## src/rtl/axis_packetizer.sv

```systemverilog
// axis_packetizer: re-frames an AXI-Stream beat stream into packets of a
// programmed length. TUSER marks the first beat of each packet, TLAST is forced
// at the programmed length or taken from an early upstream TLAST. Beats and
// completed packets are counted. Datapath is an output register plus a
// one-entry skid buffer.
module axis_packetizer #(
  parameter int AXIS_DATA_WIDTH = 32,
  parameter int LEN_WIDTH       = 16,
  parameter int CNT_WIDTH       = 32
) (
  input  logic                       clk,
  input  logic                       rst,
  input  logic                       i_enable,
  input  logic [LEN_WIDTH-1:0]       i_pkt_len,
  input  logic                       i_cnt_clear,
  input  logic                       i_axis_tuser,
  input  logic                       i_axis_tvalid,
  output logic                       o_axis_tready,
  input  logic                       i_axis_tlast,
  input  logic [AXIS_DATA_WIDTH-1:0] i_axis_tdata,
  output logic                       o_axis_tuser,
  output logic                       o_axis_tvalid,
  input  logic                       i_axis_tready,
  output logic                       o_axis_tlast,
  output logic [AXIS_DATA_WIDTH-1:0] o_axis_tdata,
  output logic [LEN_WIDTH-1:0]       o_beat_index,
  output logic [CNT_WIDTH-1:0]       o_pkt_count,
  output logic                       o_short_err
);

  typedef enum logic {
    S_IDLE   = 1'b0,
    S_IN_PKT = 1'b1
  } state_t;

  state_t                     r_state;
  state_t                     w_state_next;
  logic [LEN_WIDTH-1:0]       r_len;
  logic [LEN_WIDTH-1:0]       r_beat_idx;
  logic [LEN_WIDTH-1:0]       w_beat_idx_next;
  logic [LEN_WIDTH-1:0]       w_len_eff;
  logic                       w_tag_user;
  logic                       w_tag_last;
  logic                       w_short;

  logic                       r_ready;
  logic                       r_out_valid;
  logic                       r_out_last;
  logic                       r_out_user;
  logic [AXIS_DATA_WIDTH-1:0] r_out_data;
  logic                       r_skid_valid;
  logic                       r_skid_last;
  logic                       r_skid_user;
  logic [AXIS_DATA_WIDTH-1:0] r_skid_data;
  logic [CNT_WIDTH-1:0]       r_pkt_count;
  logic                       r_short_err;

  logic                       w_in_acc;
  logic                       w_out_take;
  logic                       w_out_load;
  logic                       w_skid_next;
  logic                       w_unused_tuser;

  // Upstream TUSER carries nothing this block needs.
  assign w_unused_tuser = i_axis_tuser;

  assign w_in_acc   = i_axis_tvalid & r_ready;
  assign w_out_take = r_out_valid & i_axis_tready;
  // Output register can accept new content when empty or being drained.
  assign w_out_load = ~r_out_valid | w_out_take;
  // Skid holds a beat only when the output register is occupied and stays so.
  assign w_skid_next = w_out_load ? (r_skid_valid & w_in_acc) : (r_skid_valid | w_in_acc);

  // Framing decision for the beat presented this cycle, and FSM next state.
  always_comb begin
    w_state_next    = r_state;
    w_beat_idx_next = r_beat_idx;
    w_len_eff       = (r_state == S_IDLE) ? i_pkt_len : r_len;
    w_tag_user      = (r_state == S_IDLE);
    w_tag_last      = i_axis_tlast |
                      ((w_len_eff != '0) && (r_beat_idx == w_len_eff - LEN_WIDTH'(1)));
    w_short         = i_axis_tlast & (w_len_eff != '0) &
                      (r_beat_idx < w_len_eff - LEN_WIDTH'(1));
    if (w_in_acc) begin
      if (w_tag_last) begin
        w_state_next    = S_IDLE;
        w_beat_idx_next = '0;
      end else begin
        w_state_next    = S_IN_PKT;
        w_beat_idx_next = r_beat_idx + LEN_WIDTH'(1);
      end
    end
  end

  // FSM state, in-packet beat index and length latched at packet start.
  always_ff @(posedge clk or posedge rst) begin
    if (rst) begin
      r_state    <= S_IDLE;
      r_beat_idx <= '0;
      r_len      <= '0;
    end else begin
      r_state    <= w_state_next;
      r_beat_idx <= w_beat_idx_next;
      if (w_in_acc && (r_state == S_IDLE)) begin
        r_len <= i_pkt_len;
      end
    end
  end

  // Output register and skid buffer; skid drains into the output first to keep order.
  always_ff @(posedge clk or posedge rst) begin
    if (rst) begin
      r_out_valid  <= 1'b0;
      r_out_last   <= 1'b0;
      r_out_user   <= 1'b0;
      r_out_data   <= '0;
      r_skid_valid <= 1'b0;
      r_skid_last  <= 1'b0;
      r_skid_user  <= 1'b0;
      r_skid_data  <= '0;
    end else begin
      if (w_out_load) begin
        if (r_skid_valid) begin
          r_out_valid <= 1'b1;
          r_out_last  <= r_skid_last;
          r_out_user  <= r_skid_user;
          r_out_data  <= r_skid_data;
        end else if (w_in_acc) begin
          r_out_valid <= 1'b1;
          r_out_last  <= w_tag_last;
          r_out_user  <= w_tag_user;
          r_out_data  <= i_axis_tdata;
        end else begin
          r_out_valid <= 1'b0;
        end
      end
      r_skid_valid <= w_skid_next;
      if (w_in_acc && (r_skid_valid || !w_out_load)) begin
        r_skid_last <= w_tag_last;
        r_skid_user <= w_tag_user;
        r_skid_data <= i_axis_tdata;
      end
    end
  end

  // Registered upstream ready: open only when enabled and the skid will be empty.
  always_ff @(posedge clk or posedge rst) begin
    if (rst) begin
      r_ready <= 1'b0;
    end else begin
      r_ready <= i_enable & ~w_skid_next;
    end
  end

  // Packet counter and sticky short-packet flag; a clear overrides same-cycle events.
  always_ff @(posedge clk or posedge rst) begin
    if (rst) begin
      r_pkt_count <= '0;
      r_short_err <= 1'b0;
    end else if (i_cnt_clear) begin
      r_pkt_count <= '0;
      r_short_err <= 1'b0;
    end else begin
      if (w_out_take && r_out_last) begin
        r_pkt_count <= r_pkt_count + CNT_WIDTH'(1);
      end
      if (w_in_acc && w_short) begin
        r_short_err <= 1'b1;
      end
    end
  end

  assign o_axis_tready = r_ready;
  assign o_axis_tvalid = r_out_valid;
  assign o_axis_tlast  = r_out_last;
  assign o_axis_tuser  = r_out_user;
  assign o_axis_tdata  = r_out_data;
  assign o_beat_index  = r_beat_idx;
  assign o_pkt_count   = r_pkt_count;
  assign o_short_err   = r_short_err;

endmodule

```

## config.mk

```make
export PLATFORM = sky130hd
export DESIGN_NAME = axis_packetizer
export DESIGN_NICKNAME = d
export VERILOG_FILES = /design/src/rtl/axis_packetizer.sv
export SDC_FILE = /design/constraint.sdc
export NUM_CORES = 1
export LEC_CHECK = 0
export BUFFER_PORTS_ARGS = -buffer_cell sky130_fd_sc_hd__buf_2
export CORE_AREA = 2 2 144 146
export DETAILED_ROUTE_END_ITERATION = 7
export DIE_AREA = 0 0 146 148
export GPL_ROUTABILITY_DRIVEN = 0
export PLACE_DENSITY = 0.64
export SLEW_MARGIN = 30
export SYNTH_ARGS = -nofsm -noshare
export SYNTH_HDL_FRONTEND = slang
export SYNTH_SLANG_ARGS = --single-unit
```

## constraint.sdc

```tcl
create_clock -name clk -period 12.2 [get_ports clk]
set_input_delay 3.66 -clock clk [delete_from_list [all_inputs] [get_ports clk]]
set_output_delay 3.66 -clock clk [all_outputs]
set_load 0.01 [all_outputs]
```

# [After elaboration in Yosys (flattened, before gate mapping)]
# Index checks and enable logic that the tools add are counted.
[word_totals] ff_bits=137 input_bits=56 output_inout_bits=85 elab_cells=59
[op_classes] add_sub_neg=3 order_cmp=1 eq_ne=1 n_mux=16 bitwise=12 reduce_logical=12
[op_table] operator="32-bit 2-to-1 mux" count=4
[op_table] operator="32-bit by 1-bit adder with 32-bit output, second input constant" count=1
[op_table] operator="16-bit 2-to-1 mux" count=2
[op_table] operator="16-bit by 1-bit adder with 16-bit output, second input constant" count=1
[op_table] operator="16-bit == test" count=1
[op_table] operator="16-bit less-than comparator" count=1
[op_table] operator="16-bit nonzero test" count=1
[op_table] operator="16-bit by 1-bit subtractor with 16-bit output, second input constant" count=1
[op_table] operator="1-bit 2-to-1 mux" count=10
[op_table] operator="1-bit bitwise AND" count=6
[op_table] operator="2-bit nonzero test" count=3
[op_table] operator="1-bit logical AND" count=5
[op_table] operator="1-bit NOT" count=3
[op_table] operator="1-bit OR" count=3
[op_table] operator="2-bit AND reduction" count=1
[op_table] operator="1-bit logical NOT" count=1
[op_table] operator="1-bit logical OR" count=1

# [Depth between registers and ports, before layout]
[logic_depth] depth_word=7 depth_mapped=16

# [Worst setup path after synthesis]
# No wires, ideal clock.
[synth_timing] path_kind="input to register" from="input port i_pkt_len[6]" to="register r_beat_idx[10], in the netlist o_beat_index[10]" setup_ns=0.121 arrival_time_ns=6.678 required_time_ns=12.079 slack_ns=5.401 path_stages=12 path_cell_list="or4_1 > a222oi_1 > nor3b_2 > nand2_1 > xnor2_1 > ha_1 > nand4_1 > or4_1 > a31oi_1 > o21a_1 > buf_2 > nor2_1"
[synth_via] elab_chain_cells=6 elab_cells_between_ends=7 classes_between="add/sub: 1; eq/ne: 1; mux: 2; bitwise: 1; reduce/logical: 2"
[synth_lines] element="start: declaration" line_no="14" source="input logic [LEN_WIDTH-1:0] i_pkt_len,"
[synth_lines] element="16-bit 2-to-1 mux *" line_no="78" source="w_len_eff = (r_state == S_IDLE) ? i_pkt_len : r_len;"
[synth_lines] element="16-bit by 1-bit subtractor with 16-bit output" line_no="81" source="((w_len_eff != '0) && (r_beat_idx == w_len_eff - LEN_WIDTH'(1)));"
[synth_lines] element="16-bit == test" line_no="81"
[synth_lines] element="1-bit logical AND *" line_no="81"
[synth_lines] element="1-bit OR *" line_no="80" source="w_tag_last = i_axis_tlast |"
[synth_lines] element="16-bit 2-to-1 mux *" line_no="85" source="if (w_tag_last) begin"
[synth_lines] element="end signal: assignment" line_no="103" source="r_beat_idx <= w_beat_idx_next;"
[synth_lines] element="end: declaration" line_no="39" source="logic [LEN_WIDTH-1:0] r_beat_idx;"
# Mark *: on every way between the ends. The rest lies on a longest branch, timed or not.
# A chain may end at the register's enable or synchronous reset.

# [Worst setup path after layout]
[layout_timing] from="input port i_pkt_len[6]" to="register r_beat_idx[5], in the netlist o_beat_index[5]"
# Same word-level chain as after synthesis.

==> flow_summary.ini <==
[timing]
final_max_slew_viol_count = 0
hold_viol = 0
holdWs_ns = 0.475
period_needed_ns = 7.08
fin_ws_ns = 5.12
setup_tns_ns = 0
finalSetupViolCount = 0
skew_ns = 0.00929
rsz0062_at_grt = no
max-slew-margin-rel_pct = 45.8
period_share_pct = 58.0
worstMarginPinSlew_ns = 0.813
fmax_ghz = 0.141

[setup_path]
cp.required_ns = 12.48
crit_path_frequent_cell = or4_1
rr_startpoint = r_state$_DFFE_PP0P_
rrSetupSlack_ns = 7.79
cp_max_fo = 12
reg2reg_to = o_beat_index[5]$_DFFE_PP0P_
r2r_cells = 13
critPathLaunchType = input pin
cp.arrival_ns = 7.36
end_kind = flip-flop
critPathKind = in2reg
cp_slowest_cell = or4_1
cp-startpoint = i_pkt_len[6]
cp_cell_sequence = buf_2, or4_1, a222oi_1, nor3b_2, nand2_1, xnor2_1, ha_1, nand4_1, or4_1, a31oi_1, o21a_1, nor2_1
endpoint = o_beat_index[5]$_DFFE_PP0P_
slowest_delay_ns = 0.55

[global_route]
grt_use_total_pct = 15.2
antenna_found_initial = 1
grt_pass1_vias = 5113
grt_max_degree = 75
grt_pass1_wl_um = 26600
grt-ovfl-total = 0

[final_layout]
nets = 851
ff_latch_area_sq_um = 3430
drive_gt1_share_pct = 30.2
syn_to_final_growth_pct = 23.3
multiInputGateArea_sq_um = 3340
final_cell_area_sq_um = 8460
antenna_cells = 0
fill_cells = 1987

[run]
maxCapViolCount = 0

[synth]
async_flop_share_pct = 100
synth_edf_count = 0
synth_top_flop_cell = dfrtp_1
netlist-cell-type-count = 52
synth_nets = 714
synth-seq-area-share_pct = 50.0
avgSynthCellArea_sq_um = 10.8
yosysWarningCount = 0
netlist_area_sq_um = 6860
ys_ff_latch = 137
synthCells = 638

[drt]
ant_nets = 0
route.detailed.drc = 0
firstDrtPassIters = 4
viasPerCell = 4.90
wl_per_cell_um = 15.1
first_iter_violations = 223
vias = 5185
totalWireLength_um = 16000

[power]
p_per_area_nw_per_um2 = 167
ir_drop_mv = 0.0898
p_leak_nw = 3.82

[floorplan]
ioPinCount = 141
die_area_sq_um = 21600
chipHeight_um = 148
initial_core_util_pct = 34.2
core_area_sq_um = 20000
rows = 52
die_x_um = 146

[place]
pre_cts_ws_ns = 4.69
dpl.hpwl_um = 10800
portBuffers = 139
place_area_sq_um = 7880

[clock_network]
tritoncts = built
h-tree-depth = 4
clock_path_buffers = 2
cts_resized = 0
cts.sinks = 137
hold_buffers = 0
numCtsBuffers = 17
clk_pin_slew_ns = 0.06
postCtsSetupBuffers = 0
clock_latency_ns = 0.42
clockRootBuffer = clkbuf_16

[run_status]
status = complete, no violations

[worst_hold_path]
min_path_type = reg2reg
sequential cells by signal (all words and copies together), names as in the netlist, 16 cells and up:
name / cells
r_len: 16
o_beat_index: 16
o_pkt_count: 32
o_axis_tdata: 32
r_skid_data: 32
critical path: cells and delay by family:
family                     cells  cell delay (ns)
xor gates and xnor gates       1             0.14
adders and majority gates      1             0.33
buffers and inverters          1             0.13
AOI/OAI and AO/OA              3             1.28
and+or+nand+nor                6             1.82
cells in the mapped netlist (all sizes together) (2+ instances only):
library cell,number,area share [%]
a21o,2,0.22
dfrtp,137,50
nor2,91,5.0
nor2b,3,0.27
or4,4,0.44
or3b,2,0.26
nor4b,3,0.38
nor3,15,1.1
nand4,20,1.8
and3,6,0.55
and2,3,0.27
xnor2,18,2.3
o21ai,9,0.66
or3,4,0.36
clkbuf,18,0.98
mux2i,47,6.9
nand2b,2,0.18
inv,6,0.33
or4b,2,0.29
nand3,26,1.9
a21oi,44,3.2
nor4,7,0.64
buf,9,0.55
mux2,50,8.2
nor3b,5,0.62
xor2,40,5.1
a31oi,2,0.18
nand2,23,1.3
ha,20,3.6
and4,3,0.38
placed cells by master, fill, tap and decap left out, drive strengths merged, types with 2 or more instances in the layout:
| master | instances |
|---|---|
| buf | 145 |
| dfrtp | 137 |
| nor2 | 91 |
| mux2 | 50 |
| mux2i | 47 |
| a21oi | 44 |
| xor2 | 40 |
| nand3 | 26 |
| nand2 | 23 |
| nand4 | 20 |
| ha | 20 |
| xnor2 | 18 |
| clkbuf | 17 |
| nor3 | 15 |
| inv | 14 |
| o21ai | 9 |
| nor4 | 7 |
| and3 | 6 |
| nor3b | 5 |
| clkinv | 5 |
| or3 | 4 |
| or4 | 4 |
| and2 | 3 |
| and4 | 3 |
| nor2b | 3 |
| nor4b | 3 |
| a31oi | 2 |
| nand2b | 2 |
| a21o | 2 |
| or3b | 2 |
| or4b | 2 |
area by class of cell:
class | count | share of cell area, %
sequential | 137 | 40.5
multi-input combinational | 468 | 39.5
timing repair buffer | 145 | 8.80
clock buffer | 17 | 5.03
tap | 270 | 3.99
clock inverter | 15 | 1.83
inverter | 6 | 0.325
power by group:
group / switching (mW) / total, mW / internal [mW]
Sequential: 0.0604 / 0.611 / 0.551
Combinational: 0.149 / 0.289 / 0.140
Clock: 0.221 / 0.510 / 0.289
Total: 0.430 / 1.41 / 0.980
logic make-up after synthesis:
kind of cell	synth area share [%]
and+or+nand+nor	15.9
adders and majority gates	3.79
xor gates and xnor gates	7.40
muxes	15.1
DFF	50.0
buffers and inverters	1.86
AOI/OAI and AO/OA	6.00
routing by layer:
layer	global-route usage (%)	vias to the layer above	wire length [um]
met5	0	-	13
met2	23.9	124	7090
met3	5.65	14	1110
met4	3.06	2	119
met1	20.4	2497	7640
li1	-	2548	-
per-stage QoR:
stage	std cells	total power, mW	util, %
6_report	1058	1.41	42.2
4_1_cts	1058	1.43	42.2
3_3_place_gp	1026	0.903	39.3
3_5_place_dp	1026	0.913	39.3
5_1_grt	1058	1.50	42.2
2_1_floorplan	638	0.807	-
how the worst min path moves through the flow:
stage / to / startpoint / slack (ns) / cells after the start
2_1_floorplan: r_skid_last$_DFFE_PP0P_ / r_skid_last$_DFFE_PP0P_ / 0.44 / 2
3_3_place_gp: r_skid_last$_DFFE_PP0P_ / r_skid_last$_DFFE_PP0P_ / 0.45 / 2
3_5_place_dp: r_skid_last$_DFFE_PP0P_ / r_skid_last$_DFFE_PP0P_ / 0.46 / 2
4_1_cts: r_skid_last$_DFFE_PP0P_ / r_skid_last$_DFFE_PP0P_ / 0.48 / 2
5_1_grt: r_skid_data[24]$_DFFE_PP0P_ / r_skid_data[24]$_DFFE_PP0P_ / 0.52 / 1
6_report: r_skid_last$_DFFE_PP0P_ / r_skid_last$_DFFE_PP0P_ / 0.48 / 2
Note: power is estimated with default switching activity, not from simulation.
